### config.mk
export PLATFORM = sky130hd
export DESIGN_NAME = burst_grant_ctrl
export DESIGN_NICKNAME = d
export VERILOG_FILES = /design/src/rtl/burst_grant_pkg.sv /design/src/rtl/gap_timer.sv /design/src/rtl/burst_grant_ctrl.sv
export SDC_FILE = /design/constraint.sdc
export NUM_CORES = 1
export LEC_CHECK = 0
export ABC_AREA = 1
export BUFFER_PORTS_ARGS = -buffer_cell sky130_fd_sc_hd__buf_2
export CAP_MARGIN = 20
export CORE_MARGIN = 2
export CORE_UTILIZATION = 43
export DETAILED_ROUTE_END_ITERATION = 16
export SYNTH_ARGS = -nofsm -noshare
export SYNTH_HDL_FRONTEND = slang
export SYNTH_SLANG_ARGS = --single-unit
### constraint.sdc
create_clock -name clk -period 1.7 [get_ports clk]
set_input_delay 0.255 -clock clk [delete_from_list [all_inputs] [get_ports clk]]
set_output_delay 0.255 -clock clk [all_outputs]
set_load 0.05 [all_outputs]
### src/rtl/burst_grant_pkg.sv
// Shared definitions for the burst grant controller: FSM state encoding and default sizing.
// Latency: n/a (declarations only).
// Backpressure: n/a (declarations only).
package burst_grant_pkg;

  localparam int NUM_GRANTS_DEF = 3;
  localparam int GAP_W_DEF      = 4;

  typedef enum logic [2:0] {
    ST_IDLE  = 3'd0,
    ST_WAIT  = 3'd1,
    ST_GRANT = 3'd2,
    ST_CHECK = 3'd3,
    ST_HOLD  = 3'd4
  } state_t;

endpackage

### src/rtl/gap_timer.sv
// Inter-grant gap countdown: loaded with the gap length, counts down while enabled.
// Latency: o_expire is combinational on the count; it is high in the last enabled cycle of a g-cycle gap.
// Backpressure: none; i_load takes priority over counting and is never refused.
module gap_timer
  import burst_grant_pkg::*;
#(
  parameter int GAP_W = GAP_W_DEF
) (
  input  logic             clk,
  input  logic             rst_n,
  input  logic             i_load,
  input  logic [GAP_W-1:0] i_load_val,
  input  logic             i_en,
  output logic             o_expire
);

  logic [GAP_W-1:0] r_cnt;

  // Reload on a new gap, otherwise count down while the controller sits in WAIT.
  always_ff @(posedge clk or negedge rst_n) begin
    if (!rst_n) begin
      r_cnt <= '0;
    end else if (i_load) begin
      r_cnt <= i_load_val;
    end else if (i_en && (r_cnt != '0)) begin
      r_cnt <= r_cnt - GAP_W'(1);
    end
  end

  // A count of 1 marks the final idle cycle, so a gap of g lasts exactly g cycles.
  assign o_expire = i_en && (r_cnt == GAP_W'(1));

endmodule

### src/rtl/burst_grant_ctrl.sv
// Issues NUM_GRANTS single-cycle grants per accepted request, each preceded by gap_q idle cycles.
// Latency: grant n appears n*(gap_q+1) cycles after acceptance; done/abort one cycle after the deciding sample.
// Backpressure: none; the requester holds req until completion, dropping early aborts the burst.
module burst_grant_ctrl
  import burst_grant_pkg::*;
#(
  parameter int NUM_GRANTS = NUM_GRANTS_DEF,
  parameter int GAP_W      = GAP_W_DEF
) (
  input  logic                              clk,
  input  logic                              rst_n,
  input  logic                              req,
  input  logic [GAP_W-1:0]                  gap_cfg,
  input  logic                              clr_err,
  output logic                              grant,
  output logic [$clog2(NUM_GRANTS+1)-1:0]   grant_cnt,
  output logic                              done,
  output logic                              abort,
  output logic                              proto_err,
  output logic                              busy
);

  localparam int CNT_W = $clog2(NUM_GRANTS + 1);

  state_t             r_state;
  logic [GAP_W-1:0]   r_gap_q;
  logic               r_grant;
  logic [CNT_W-1:0]   r_grant_cnt;
  logic               r_done;
  logic               r_abort;
  logic               r_proto_err;
  logic               r_busy;

  logic               w_final;
  logic [CNT_W-1:0]   w_cnt_inc;
  logic               w_tmr_load;
  logic [GAP_W-1:0]   w_tmr_val;
  logic               w_tmr_expire;

  // grant_cnt already counts the grant being shown, so equality marks the last grant of the burst.
  assign w_final   = (r_grant_cnt == CNT_W'(NUM_GRANTS));
  assign w_cnt_inc = w_final ? r_grant_cnt : (r_grant_cnt + CNT_W'(1));

  // The timer is armed on every transition into WAIT: from IDLE with the live config, later from gap_q.
  assign w_tmr_load = ((r_state == ST_IDLE) && req && (gap_cfg != '0)) ||
                      ((r_state == ST_GRANT) && !w_final && req && (r_gap_q != '0));
  assign w_tmr_val  = (r_state == ST_IDLE) ? gap_cfg : r_gap_q;

  gap_timer #(
    .GAP_W (GAP_W)
  ) u_gap_timer (
    .clk        (clk),
    .rst_n      (rst_n),
    .i_load     (w_tmr_load),
    .i_load_val (w_tmr_val),
    .i_en       (r_state == ST_WAIT),
    .o_expire   (w_tmr_expire)
  );

  // Burst sequencing FSM; every output is registered alongside the state it belongs to.
  always_ff @(posedge clk or negedge rst_n) begin
    if (!rst_n) begin
      r_state     <= ST_IDLE;
      r_gap_q     <= '0;
      r_grant     <= 1'b0;
      r_grant_cnt <= '0;
      r_done      <= 1'b0;
      r_abort     <= 1'b0;
      r_proto_err <= 1'b0;
      r_busy      <= 1'b0;
    end else begin
      r_grant <= 1'b0;
      r_done  <= 1'b0;
      r_abort <= 1'b0;
      // Clear is applied first so a same-cycle error set below overrides it.
      if (clr_err) begin
        r_proto_err <= 1'b0;
      end
      case (r_state)
        ST_IDLE: begin
          if (req) begin
            r_gap_q <= gap_cfg;
            r_busy  <= 1'b1;
            if (gap_cfg == '0) begin
              r_state     <= ST_GRANT;
              r_grant     <= 1'b1;
              r_grant_cnt <= CNT_W'(1);
            end else begin
              r_state     <= ST_WAIT;
              r_grant_cnt <= '0;
            end
          end
        end
        ST_WAIT: begin
          if (!req) begin
            r_state <= ST_IDLE;
            r_abort <= 1'b1;
            r_busy  <= 1'b0;
          end else if (w_tmr_expire) begin
            r_state     <= ST_GRANT;
            r_grant     <= 1'b1;
            r_grant_cnt <= w_cnt_inc;
          end
        end
        ST_GRANT: begin
          if (w_final) begin
            r_state <= ST_CHECK;
          end else if (!req) begin
            r_state <= ST_IDLE;
            r_abort <= 1'b1;
            r_busy  <= 1'b0;
          end else if (r_gap_q == '0) begin
            r_grant     <= 1'b1;
            r_grant_cnt <= w_cnt_inc;
          end else begin
            r_state <= ST_WAIT;
          end
        end
        ST_CHECK: begin
          if (req) begin
            r_state     <= ST_HOLD;
            r_proto_err <= 1'b1;
          end else begin
            r_state <= ST_IDLE;
            r_done  <= 1'b1;
            r_busy  <= 1'b0;
          end
        end
        ST_HOLD: begin
          if (!req) begin
            r_state <= ST_IDLE;
            r_busy  <= 1'b0;
          end
        end
        default: begin
          r_state <= ST_IDLE;
          r_busy  <= 1'b0;
        end
      endcase
    end
  end

  assign grant     = r_grant;
  assign grant_cnt = r_grant_cnt;
  assign done      = r_done;
  assign abort     = r_abort;
  assign proto_err = r_proto_err;
  assign busy      = r_busy;

endmodule
==> impl_results.md <==
- Drt wl/cell: 11.4 um
- Final setup viols: 0
- VDD IR max: 1190 uV
- Setup_tns: 0 ns
- Clock power share: 0.113
- Maxcap violations: 0
- Syn Area/Cell: 7.39 um^2
- Worst setup path startpoint: grant_cnt[0]
- P_sw: 1.24 mW
- Hold-fix buffers at CTS: 1
- Fin crit share: 0.881
- # fillers: 260
- Tmin final: 1.50 ns
- Place WS: 0.249 ns
- Chip Width: 55.6 um
- Post-Syn Area: 1140 um^2
- Tightest Pin Transition: 0.410 ns
- Die Y: 55.6 um
- Relative slew slack: 0.727
- HP Class: in2reg
- Final Hold Fails: 0
- Warnings from Yosys: 0
- HPWL reported at the end of detailed placement: 1770 um
- Core utilization of the finished layout: 0.512
- Most common cell after layout, fill and taps aside: nand2_1
- Outcome: finished, final reports clean
- Synth-to-layout area growth: 11.8%
- Worst endpoint data arrival time: 1.70 ns
- Largest net degree at the start of global routing: 19
- CTS tree: done
- Clk root buf: clkbuf_4
- Switching part of the total: 0.506
- Skew final: 0.000883 ns
- Final Wtd Congestion: 0.871
- Layout cells sized above 1: 0.203
- Port buffer count: 14
- Pint: 1.21 mW
- Vias in the first global route: 934
- WS Path Type: reg2reg
- Yosys cell types: 23
- First-pass GRT wire length: 3880 um
- Largest cells by area after synthesis: dfrtp_1 (39%), nand2_1 (15%), nand3_1 (6.6%), nor2_1 (5.2%), inv_1 (4.6%)
- Yosys top cell by area: dfrtp_1
- Slew Limit Fails: 0
- NumNets Final: 185
- WL final: 2310 um
- Combinational Power Share: 0.581
- Post-CTS setup buffers: 0
- Pre-antenna DRT Iters: 4
- Primary FF master, synth: dfrtp_1
- Clock Pin Slew Worst Setup and Hold Paths: 0.11 ns
- Die ar.: 3090 um^2
- # IOs: 15
- TritonCTS Buffers: 3
- Area share of the largest cell type after synthesis: 0.393
- Post_cts resized: 0
- #FFs+latches synth: 18
- Sequential fraction of the synthesis area: 0.393
- Iteration-0 DRC Markers: 26
- All-Layer GR Usage: 0.159
- H-Tree Depth: 1
- Cell count after synthesis: 155
- WP data required: 1.90 ns
- Commonest non-fill, non-tap cells in the layout: nand2_1 (47), dfrtp_1 (18), nor2_1 (16)
- Non-Filler Cell Area, Final: 1280 um^2
- Async SR Flop Fraction: 1.00
- RSZ-0062 raised after global routing: false
- Pwr Total: 2.45 mW
- Via count: 992
- Core Footprint: 2500 um^2
- Avg Vias per Cell: 4.91
- Post-route setup slack: 0.202 ns
- Mapped Nets: 167
- Row cnt: 18
- Hold_sp: clr_err
- Flop pwr share: 0.306
- Antenna diodes: 0
- Worst flop-to-flop path startpoint: grant_cnt[0]
- Pwr dens: 1920 nW/um^2
- Initial core utilization: 0.458
- Worst r2r path cells: 7
- Antenna Nets Post-Route: 0
- GRT overflow: 0
- CP max FO: 5
- Max clock buf depth: 2
- Startpoint types: register
- Initial antenna violation count: 0
- Fmax: 668 MHz
- Hold-critical path depth: 2
- Crit end category: register
- P_leak: 0.699 nW
- DR DRC count: 0
- Post-synth EDFFs: 0
- Clk Latency, worst-skew pair: 0.30 ns
- Clk sinks: 18
- Placed inst area: 1230 um^2
-- synth_stat cells (2+ instances only) --
library cell	n
nand3b_1	2
nor2_2	2
o21ai_0	10
inv_1	14
nor2_1	16
nand3_1	15
nand2_1	47
nand2_2	3
ha_1	4
mux2_2	2
a21boi_0	2
nand3_2	5
a21oi_1	3
dfrtp_1	18
inv_2	4
-- per-stage QoR --
step / hold WS (ns) / instances
after global placement: 0.208 / 197
after global routing: 0.127 / 202
after detailed placement: 0.209 / 197
final: 0.128 / 202
after CTS: 0.125 / 202
after floorplan: -0.0406 / 155
-- power by group through the flow --
| stage | clock network (mW) | logic [mW] | registers (mW) |
|---|---|---|---|
| floorplan | 0 | 0.982 | 0.923 |
| global placement | 0 | 1.40 | 0.756 |
| detailed placement | 0 | 1.42 | 0.762 |
| global route | 0.295 | 1.60 | 0.777 |
| finish | 0.276 | 1.43 | 0.751 |
| CTS | 0.283 | 1.44 | 0.753 |
-- final timing paths --
path / slack (ns) / to
worst min-delay path: 0.13 / proto_err
worst max register to register: 0.20 / u_gap_timer.r_cnt[2]
worst min register to register: 0.49 / busy
max in group asynchronous: 1.00 / r_state[1]
worst max-delay path: 0.20 / u_gap_timer.r_cnt[2]
min in group asynchronous: 0.41 / done
-- final cells by class --
type,instances,area (um^2),area share
inverters,18,67.6,0.0528
well taps,30,37.5,0.0293
multi-input cells,117,608,0.475
flip-flops and latches,18,450,0.352
clock buffers,4,36.3,0.0283
repair buffers,15,80.1,0.0626
-- sequential cells by signal, indices dropped and copies added (netlist names) --
| name | flops |
|---|---|
| abort | 1 |
| busy | 1 |
| proto_err | 1 |
| u_gap_timer.r_cnt | 4 |
| done | 1 |
| r_gap_q | 4 |
| grant_cnt | 2 |
| grant | 1 |
| r_state | 3 |
-- worst max-delay path: stages (launching register included) --
cell     delay (ns)
dfrtp_1        0.42
ha_1           0.26
nor2_1         0.21
nand3_2        0.16
nand2_2        0.14
nand2_1        0.07
nand3_1        0.08
nand2_1        0.06
-- layer usage --
layer,track usage,vias up,share of wire
met5,0,-,0
met4,0.0418,0,0.0078
met3,0.0419,2,0.023
met2,0.272,12,0.49
met1,0.198,450,0.48
li1,-,528,-
-- cells by family (layout without fill, tap and decap cells) --
group,count (synthesis),after routing,share of synthesized area
compound gates,17,17,0.0820
xor+xnor,2,2,0.0153
fa+ha+maj,4,4,0.0437
buf+inv,20,37,0.0754
flops,18,18,0.393
mux,2,2,0.0197
simple gates,92,92,0.370
Note: power is estimated with default switching activity, not from simulation.
